==> src/rtl/pe_pair_scheduler.sv <==
// Issue controller for the shared two-PE CORDIC pair: walks the fixed 8-op rotation
// schedule, sources PE inputs from the register file or PE feedback, and tags writebacks.
module pe_pair_scheduler #(
    parameter int PE_LATENCY = 8,
    parameter int NUM_OPS    = 8
) (
    input  logic       clk,
    input  logic       rst_n,
    input  logic       start,
    output logic       busy,
    output logic       done,
    output logic [1:0] pe0_valid,
    output logic [1:0] pe1_valid,
    output logic [1:0] pe0_scheme,
    output logic [1:0] pe1_scheme,
    output logic       src_sel,
    output logic       in_swap,
    output logic       rd_en,
    output logic       rd_rb,
    output logic       rd_cb,
    output logic       wb_en,
    output logic       wb_rb,
    output logic       wb_cb,
    output logic       wb_swap
);
    typedef enum logic [1:0] {IDLE, RUN, FIN} state_t;

    typedef struct packed {
        logic valid;
        logic rb;
        logic cb;
        logic swap;
    } tag_t;

    typedef struct packed {
        logic [1:0] s0;
        logic [1:0] s1;
        logic       rb;
        logic       cb;
        logic       swap;
    } op_t;

    localparam logic [3:0] LAST = 4'(NUM_OPS);

    function automatic op_t op_at(input logic [2:0] i);
        op_t o;
        case (i)
            3'd0:    o = '{s0: 2'd0, s1: 2'd1, rb: 1'b0, cb: 1'b0, swap: 1'b0};
            3'd1:    o = '{s0: 2'd1, s1: 2'd1, rb: 1'b0, cb: 1'b1, swap: 1'b0};
            3'd2:    o = '{s0: 2'd0, s1: 2'd1, rb: 1'b1, cb: 1'b0, swap: 1'b0};
            3'd3:    o = '{s0: 2'd1, s1: 2'd1, rb: 1'b1, cb: 1'b1, swap: 1'b0};
            3'd4:    o = '{s0: 2'd2, s1: 2'd3, rb: 1'b0, cb: 1'b0, swap: 1'b0};
            3'd5:    o = '{s0: 2'd3, s1: 2'd3, rb: 1'b0, cb: 1'b1, swap: 1'b0};
            3'd6:    o = '{s0: 2'd2, s1: 2'd3, rb: 1'b1, cb: 1'b0, swap: 1'b1};
            default: o = '{s0: 2'd3, s1: 2'd3, rb: 1'b1, cb: 1'b1, swap: 1'b1};
        endcase
        return o;
    endfunction

    state_t                  state;
    logic [3:0]              ptr;
    logic [3:0]              pending;
    // Stage 0 is the issue cycle itself; stage PE_LATENCY is the writeback cycle.
    tag_t [PE_LATENCY:0]     tag_pipe;

    op_t        cur;
    logic [1:0] blk;
    tag_t       wb_nx;
    logic       wb_hit;
    logic       issue;
    logic       fb;
    logic       pipe_busy;
    logic [3:0] pending_nx;

    always_comb begin
        cur       = op_at(ptr[2:0]);
        blk       = {cur.rb, cur.cb};
        // Writeback that will be visible in the cycle being decided now.
        wb_nx     = tag_pipe[PE_LATENCY-1];
        wb_hit    = wb_nx.valid && ({wb_nx.rb, wb_nx.cb} == blk);
        fb        = pending[blk];
        issue     = (state == RUN) && (ptr < LAST) && (!pending[blk] || wb_hit);
        pipe_busy = 1'b0;
        for (int i = 0; i < PE_LATENCY; i++)
            pipe_busy = pipe_busy | tag_pipe[i].valid;
        pending_nx = pending;
        if (wb_nx.valid)
            pending_nx[{wb_nx.rb, wb_nx.cb}] = 1'b0;
        if (issue)
            pending_nx[blk] = 1'b1;
    end

    assign wb_en   = tag_pipe[PE_LATENCY].valid;
    assign wb_rb   = tag_pipe[PE_LATENCY].rb;
    assign wb_cb   = tag_pipe[PE_LATENCY].cb;
    assign wb_swap = tag_pipe[PE_LATENCY].swap;

    always_ff @(posedge clk or negedge rst_n) begin
        if (!rst_n) begin
            state      <= IDLE;
            ptr        <= '0;
            pending    <= '0;
            tag_pipe   <= '0;
            busy       <= 1'b0;
            done       <= 1'b0;
            pe0_valid  <= '0;
            pe1_valid  <= '0;
            pe0_scheme <= '0;
            pe1_scheme <= '0;
            src_sel    <= 1'b0;
            in_swap    <= 1'b0;
            rd_en      <= 1'b0;
            rd_rb      <= 1'b0;
            rd_cb      <= 1'b0;
        end else begin
            tag_pipe[0].valid <= issue;
            tag_pipe[0].rb    <= issue & cur.rb;
            tag_pipe[0].cb    <= issue & cur.cb;
            tag_pipe[0].swap  <= issue & cur.swap;
            for (int i = 1; i <= PE_LATENCY; i++)
                tag_pipe[i] <= tag_pipe[i-1];
            pending    <= pending_nx;

            pe0_valid  <= issue ? 2'b11 : 2'b00;
            pe1_valid  <= issue ? 2'b11 : 2'b00;
            pe0_scheme <= issue ? cur.s0 : 2'b00;
            pe1_scheme <= issue ? cur.s1 : 2'b00;
            in_swap    <= issue & cur.swap;
            src_sel    <= issue & fb;
            rd_en      <= issue & ~fb;
            rd_rb      <= issue & ~fb & cur.rb;
            rd_cb      <= issue & ~fb & cur.cb;

            case (state)
                IDLE: begin
                    done <= 1'b0;
                    busy <= 1'b0;
                    if (start) begin
                        state <= RUN;
                        ptr   <= '0;
                    end
                end
                RUN: begin
                    if (issue)
                        ptr <= ptr + 4'd1;
                    if (ptr == LAST && !pipe_busy) begin
                        state <= FIN;
                        busy  <= 1'b0;
                        done  <= 1'b1;
                    end else begin
                        busy  <= 1'b1;
                    end
                end
                FIN: begin
                    done  <= 1'b0;
                    busy  <= 1'b0;
                    state <= IDLE;
                end
                default: state <= IDLE;
            endcase
        end
    end
endmodule

==> config.mk <==
export PLATFORM = sky130hd
export DESIGN_NAME = pe_pair_scheduler
export DESIGN_NICKNAME = d
export VERILOG_FILES = /design/src/rtl/pe_pair_scheduler.sv
export SDC_FILE = /design/constraint.sdc
export NUM_CORES = 1
export LEC_CHECK = 0
export CORE_MARGIN = 4
export CORE_UTILIZATION = 56
export CTS_CLUSTER_SIZE = 14
export DETAILED_ROUTE_END_ITERATION = 12
export PLACE_DENSITY_LB_ADDON = 0.15
export SLEW_MARGIN = 25
export SYNTH_ARGS = -nofsm -noshare
export SYNTH_HDL_FRONTEND = slang
export SYNTH_SLANG_ARGS = --single-unit
==> constraint.sdc <==
create_clock -name clk -period 4.9 [get_ports clk]
set_input_delay 0.735 -clock clk [delete_from_list [all_inputs] [get_ports clk]]
set_output_delay 0.735 -clock clk [all_outputs]
set_load 0.005 [all_outputs]
**Word-level counts from Yosys, hierarchy flattened**

Index checks and enable logic that the tools add are counted.

- Bits of input ports: 3
- Word-level logic and storage cells: 124
- Register bits: 58

- Multiplexer cells: 22
- Magnitude comparators: 5
- $add $sub $neg: 1
- Reduce and logical (&&, ||, !) cells: 17
- Equal/unequal tests: 13
- Bitwise operators: 18

Operator list:

| kind | number |
|---|---|
| 7-bit one-hot mux with 7 select lines | 1 |
| 4-bit 2-to-1 mux | 4 |
| 2-bit 2-to-1 mux | 5 |
| 3-bit equality test, second input constant | 3 |
| 4-bit one-hot mux with 2 select lines | 1 |
| 1-bit AND | 7 |
| 1-bit bitwise OR | 7 |
| 3-bit by 2-bit equality test with 1-bit output, second input constant | 2 |
| 1-bit logical AND | 6 |
| 2-bit by 3-bit < comparator with 1-bit output, second input constant | 2 |
| 1-bit 2-to-1 mux | 5 |
| 4-bit by 1-bit adder with 4-bit output, second input constant | 1 |
| 4-bit AND | 1 |
| 1-bit demux with 2-bit select | 2 |
| 4-bit equality test, second input constant | 1 |
| 2-bit by 1-bit >= comparator with 1-bit output, second input constant | 2 |
| 4-bit < comparator, second input constant | 1 |
| 2-bit inequality test, second input constant | 2 |
| 4-bit NOT | 1 |
| 4-bit bitwise OR | 1 |
| 1-bit one-hot mux with 2 select lines | 2 |
| 2-bit one-hot mux with 2 select lines | 1 |
| 2-bit AND reduction | 2 |
| 2-bit nonzero test | 2 |
| other kinds (13) | 14 |

**Longest topological paths before layout**

Gate-level depths: netlist of the first run.

- Depth in word-level cells: 11
- Mapped depth: 11
- Mapped depth without buffers: 11

**Least setup slack after synthesis of the first run**

OpenSTA, ideal clock, no wires.

- Path kind: register to register
- Start point: register ptr[0]
- End point: register pending[3]
- Data arrival time: 1.931 ns
- Required time: 4.779 ns
- Buffers on the path: 0
- Stages on the path, launching flop included: 10
- Setup time: 0.121 ns
- Setup slack: 2.848 ns
- Cell sequence: dfrtp_1 -> inv_1 -> ha_1 -> mux2i_1 -> a211oi_2 -> xnor2_1 -> nor3_4 -> nor2_4 -> inv_4 -> a22o_1

- Cells in the longest elaborated chain, start to end: 8

RTL lines:

| item | line | RTL |
|---|---|---|
| start, declared | 61 | `logic [3:0] ptr;` |
| start signal, assigned | 145 | `ptr <= ptr + 4'd1;` |
| 3-bit equality test (tied with other cells) | 47 | `case (i)` |
| 7-bit one-hot mux with 7 select lines | 47 |  |
| 1-bit binary-select mux with 2-bit select | 82 | `issue = (state == RUN) && (ptr < LAST) && (!pending[blk] \|\| wb_hit);` |
| 1-bit 2-to-1 mux (not written as such) | 82 |  |
| 1-bit zero test | 82 |  |
| 1-bit logical OR | 82 |  |
| 1-bit logical AND * | 82 |  |
| named net issue | 70 | `logic issue;` |
| 4-bit 2-to-1 mux * | 89 | `if (issue)` |
| named net pending_nx[3] | 73 | `logic [3:0] pending_nx;` |
| end signal, assigned | 122 | `pending <= pending_nx;` |
| end, declared | 62 | `logic [3:0] pending;` |

Mark *: on every way through the listed nets, which the timed path passes. The rest lies on a longest branch. The select of a mux whose other input is x is not followed.
A chain may end at the register's enable or synchronous reset.

**Worst setup path after layout of the first run**

- Start point: register ptr[0]
- End point: register pending[0]

Same word-level chain as after synthesis.

==> results of run 1 <==
-- cell type report --
class                           count  share of cell area [%]
Clock inverter                      2                  0.7856
Inverter                            8                   1.459
Timing Repair Buffer               21                   9.315
Tap cell                           46                   2.581
Multi-Input combinational cell     78                   24.07
Sequential cell                    53                   59.48
Clock buffer                        6                   2.301
-- registers in the layout, indices dropped and copies added, names as in the netlist --
signal	cells
tag_pipe	30
pending	4
ptr	4
pe0_scheme	2
state	2
busy	1
done	1
pe1_valid	1
rd_cb	1
rd_en	1
rd_rb	1
src_sel	1
wb_cb	1
wb_en	1
wb_rb	1
wb_swap	1
-- routing by layer --
layer	track usage [%]	up-vias	wire [um]
met3	6.408	5	169
met5	0	-	0
met2	26.63	29	1462
li1	-	530	-
met4	8.608	0	70
met1	25.06	541	1509
-- per-stage QoR --
stage	hold WS [ns]	cells	setup slack [ns]	util (%)
after floorplan	0.3312	147	2.848	-
after global placement	0.3323	206	2.660	64.17
after detailed placement	0.3347	206	2.603	64.25
after CTS	0.3672	214	2.565	66.29
after global routing	0.3766	214	2.334	66.29
final	0.3650	214	2.580	66.29
-- final timing paths --
check / from / endpoint / slack [ns] / depth (start not counted)
min: rst_n / wb_cb / 0.36 / 1
max in group asynchronous: rst_n / state[1] / 4.10 / 1
min in group clk: tag_pipe[9] / tag_pipe[13] / 0.37 / 0
min reg2reg: tag_pipe[9] / tag_pipe[13] / 0.36 / 0
max reg2reg: ptr[0] / pending[0] / 2.58 / 9
max: ptr[0] / pending[0] / 2.58 / 9
-- power by group through the flow --
| stage | Clock [mW] | Sequential [mW] | Combinational, mW |
|---|---|---|---|
| 2_1_floorplan | 0 | 0.446 | 0.00000935 |
| 3_3_place_gp | 0 | 0.446 | 0.00906 |
| 3_5_place_dp | 0 | 0.446 | 0.00972 |
| 4_1_cts | 0.217 | 0.438 | 0.00969 |
| 5_1_grt | 0.236 | 0.438 | 0.0109 |
| 6_report | 0.206 | 0.437 | 0.00903 |
-- kinds of logic after synthesis --
kind of cell | synth area share (%)
simple gates | 13.08
buf+inv | 4.552
flops | 67.95
mux | 1.603
compound gates | 7.436
xor+xnor | 0.8976
fa+ha+maj | 4.487
-- layout by cell type, fill, tap and decap left out, types with 2 or more instances in the layout --
master           count
a211oi_2             2
a21oi_1              2
a22o_1               4
clkbuf_4             5
clkdlybuf4s50_1     20
dfrtp_1             53
ha_1                 7
inv_1                7
mux2i_1              2
nand2_1             10
nand2b_1             2
nand3_1              4
nand3b_1             3
nor2_1              12
nor2b_1              2
nor3_1               3
nor4_1               2
nor4b_1              2
o21ai_0              7
xnor2_1              2
==> flow_summary.yaml, run 1 <==
drt:
  vias: 1105
  drc: 0
  drt-vias-per-instance: 5.164
  firstDrtPassIters: 4
  wl_mm: 3.212
  wl_per_cell_um: 15.01
  route.antenna.remaining_nets: 0
  drt_iter0_markers: 122
floorplan:
  die_w_um: 67.04
  die_area_sq_um: 4494
  start_util_pct: 58.04
  fp-row-count: 21
  fp.dieH_um: 67.04
  core_sq_um: 3363
  top_level_ports: 22
worst_setup_path:
  crit_family: "compound AO/OA/AOI/OAI gates"
  cp_slowest_stage_delay_ns: 0.47
  cp.arrival_ns: 2.59
  cp-start-kind: "flop"
  crit_buf_inv: 2
  worstPathRequired_ns: 5.17
  crit_chain: "inv_1 > ha_1 > mux2i_1 > a211oi_2 > xnor2_1 > nor3_4 > nor2_4 > inv_4 > a22o_1"
  critPathKind: "reg2reg"
  crit_slowest_cell: "dfrtp_1"
  cp-end-kind: "flop"
  crit_fanout: 8
clock_tree:
  path_clk_slew_ns: 0.14
  ctsHoldBuffers: 0
  clkLatencyLatePin_ns: 0.37
  post_cts_resized: 0
  post_cts_buffers: 0
  clockBufferDepth: 2
  root_buffer: "clkbuf_4"
  cts_tree: "yes"
  clock_sinks: 53
  numCtsBuffers: 5
  htreeDepth: 2
status:
  status: "finished, final reports clean"
global_route:
  grt_pass1_vias: 1168
  grt.overflow.total: 0
  antenna_found_initial: 0
  grt_max_degree: 54
  grt_use_total_pct: 18.48
  grt_pass1_wl_mm: 5.851
sta:
  slew_headroom_pct: 57.77
  min_period_ns: 2.320
  min_period_over_period_pct: 47.35
  clock.fmax_ghz: 0.4311
  finClkSkew_ns: 0.01009
  rsz0062_at_grt: "no"
  worst_pin_slew_ns: 0.6334
  finalSetupViolCount: 0
  drv_slew: 0
  setup-tns-final_ns: 0
  hold_viol: 0
layout:
  syn_to_final_growth_pct: 14.23
  num_antenna_cells: 0
  multi_input_area_sq_um: 536.8
  layout-drive-gt1-share_pct: 10.12
  final_area_sq_um: 2230
  finalNetCount: 177
  regArea_sq_um: 1326
  nFillCells: 277
placement:
  dpl-instance-area_sq_um: 2161
  io_buffers: 21
  gp_congestion: 0.8865
  hpwlAfterDp_mm: 2.227
yosys:
  ys_top_cells_by_count: "dfrtp_1, nor2_1, nand2_1"
  synth_nets: 157
  synth_area_leader_cell: "dfrtp_1"
  synth_edf_count: 0
  ys_warn_count: 0
  synth_area_leaders: "dfrtp_1, ha_1, buf_4, nor2_1, nand2_1"
  yosys.cell_count.top_type: "dfrtp_1"
  synth-seq-cells: 53
  syn_area_sq_um: 1952
  yosysSeqAreaShare_pct: 67.95
  synthFlopType: "dfrtp_1"
  ys_types: 33
  synthArstFlopShare_pct: 100.0
  syn_area_per_cell_sq_um: 13.28
  syn_inst: 147
  synth.top_cell.area_share_pct: 67.95
pwr:
  leakagePower_nw: 1.090
  sw_frac_of_total_pct: 21.54
  p_sw_uw: 140.4
  p_total_uw: 652.0
  p_per_area_nw_per_um2: 292.4
  seq_power_share_pct: 67.1
  comb_power_share_pct: 1.4
  clkPwrFrac_pct: 31.5
  p_int_uw: 511.6
  peakVddDrop_mv: 0.2345
run:
  maxCapViolations: 0
worst_hold_path:
  worstHoldPathType: "in2async"
Power figures use the tool's default switching activity.
==> inputs of run 2 (changes only) <==
Settings changed: CORE_UTILIZATION 56 to 54.
Clock period 4.9 ns to 2.34 ns, I/O delays scaled along.
==> run 2 against run 1 <==
Global-route usage down 0.18 points; via count up 8.4%; utilization up 1.7 points; clock power up 110%; total power up 110%; flip-flop and latch count unchanged; maximum frequency up 4.4%; cell count up 5.1%; largest cell class unchanged; largest power group unchanged; highest routed layer unchanged.
==> flow_summary.yaml, run 2 (same netlist as run 1, synthesis figures left out) <==
placement:
  hpwlAfterDp_mm: 2.579
  gp_congestion: 0.9102
  io_buffers: 21
floorplan:
  die_w_um: 68.12
  fp-row-count: 21
  top_level_ports: 22
  fp.dieH_um: 68.12
  core_sq_um: 3416
  start_util_pct: 57.14
  die_area_sq_um: 4640
layout:
  reg.largest.list: "tag_pipe: 30 flops, pending: 4 flops, ptr: 4 flops"
  nFillCells: 260
  syn_to_final_growth_pct: 18.91
  largest_reg_flops: 30
  regMostFlops: "tag_pipe"
  num_antenna_cells: 0
  mostFrequentLayoutCell: "dfrtp_1"
  finalNetCount: 188
  final_cell_mix: "dfrtp_1, clkdlybuf4s50_1, nor2_1"
  layout-drive-gt1-share_pct: 17.88
worst_setup_path:
  critPathKind: "reg2reg"
  crit_chain: "inv_1 > ha_2 > nor2_1 > a211o_1 > nand4_1 > nand3_1 > nand2_1 > inv_1 > nor2_4 > inv_4 > a22o_1"
  crit_fanout: 8
  worstPathRequired_ns: 2.61
  cp.arrival_ns: 2.49
  cp-start-kind: "flop"
  cp_slowest_stage_delay_ns: 0.47
  crit_slowest_cell: "dfrtp_2"
  cpMostUsedCell: "inv_1"
  cp-end-kind: "flop"
sta:
  finClkSkew_ns: 0.01130
  slew_headroom_pct: 76.52
  finalSetupViolCount: 0
  clock.fmax_ghz: 0.4499
  fin_hold_ws_ns: 0.3679
  min_period_over_period_pct: 94.98
  hold_viol: 0
  min_period_ns: 2.223
  worst_pin_slew_ns: 0.3473
  rsz0062_at_grt: "yes"
  setup-tns-final_ns: 0
  drv_slew: 0
status:
  status: "finished, final reports clean"
global_route:
  grt_use_total_pct: 18.30
  antenna_found_initial: 0
  grt_max_degree: 26
  grt.overflow.total: 0
  grt_pass1_wl_mm: 6.072
  grt_pass1_vias: 1229
drt:
  wl_mm: 3.602
  drc: 0
  drt_iter0_markers: 70
  firstDrtPassIters: 4
  vias: 1198
  drt-vias-per-instance: 5.324
  wl_per_cell_um: 16.01
  route.antenna.remaining_nets: 0
clock_tree:
  htreeDepth: 2
  clkLatencyLatePin_ns: 0.37
  numCtsBuffers: 5
  root_buffer: "clkbuf_4"
  cts_tree: "yes"
  clock_sinks: 53
  clockBufferDepth: 2
  path_clk_slew_ns: 0.14
pwr:
  peakVddDrop_mv: 0.4709
  leakagePower_nw: 1.132
  p_per_area_nw_per_um2: 592.2
run:
  maxCapViolations: 0
worst_hold_path:
  worstHoldPathType: "reg2reg"
-- run 2: cell count changes in the layout (fill, tap and decap cells not counted), sizes merged --
cell	change
buf	+10
clkinv	-1
clkinvlp	+1
dlygate4sd3	+1
-- run 2: timing repair --
item	in CTS	in global routing
resized for setup	1	4
hold buffers	1	0
pin swaps	0	3
hold endpoints to repair	14	0
endpoints found under the setup margin	4	9
setup buffers	0	4
-- run 2: critical path: cells and delay by family, from the launching register on --
kind                     cells  cell delay (ns)
AO/OA/AOI/OAI                2             0.51
flip-flops                   1             0.47
buffers and inverters        3             0.33
adder cells (fa/ha/maj)      1             0.26
AND/OR/NAND/NOR              5             0.56
-- run 2: layer usage --
layer,global-route usage (%),share of wire (%)
met1,26.20,47
met2,27.56,48
met4,6.452,0.58
met3,4.269,3.9
met5,0,0
-- run 2: area by class of cell --
type	instances	area (sq um)	share of cell area, %
sequential	53	1329	57.25
inverter	8	32.53	1.402
tap	46	57.56	2.480
clock buffer	6	51.30	2.210
clock inverter	2	16.27	0.7008
multi-input combinational	78	544.3	23.45
timing repair buffer	32	290.3	12.51
-- run 2: worst paths after layout --
kind	startpoint	slack (ns)	cells after the start	endpoint
max reg2reg	ptr[0]	0.12	11	pending[3]
min in group asynchronous	rst_n	0.39	2	wb_swap
max in group asynchronous	rst_n	1.33	3	tag_pipe[14]
min	tag_pipe[13]	0.37	0	tag_pipe[17]
max	ptr[0]	0.12	11	pending[3]
min reg2reg	tag_pipe[13]	0.37	0	tag_pipe[17]
-- run 2: power by group --
| part | internal (mW) | switching [mW] | leakage [nW] |
|---|---|---|---|
| Sequential | 0.916 | 0 | 0.713 |
| Clock | 0.151 | 0.285 | 0.0349 |
| Combinational | 0.00533 | 0.0173 | 0.384 |
| Total | 1.07 | 0.303 | 1.13 |
-- run 2: metrics by stage --
step / cell area, sq um / utilization (%) / cells / worst slack [ns] / power [mW]
finish: 2321 / 67.95 / 225 / 0.1174 / 1.375
global route: 2321 / 67.95 / 225 / -0.05582 / 1.430
CTS: 2283 / 66.85 / 221 / 0.01609 / 1.381
detailed placement: 2203 / 64.51 / 212 / 0.01825 / 0.9561
global placement: 2203 / 64.51 / 212 / 0.1393 / 0.9547
floorplan: 1952 / - / 147 / 0.2877 / 0.9335
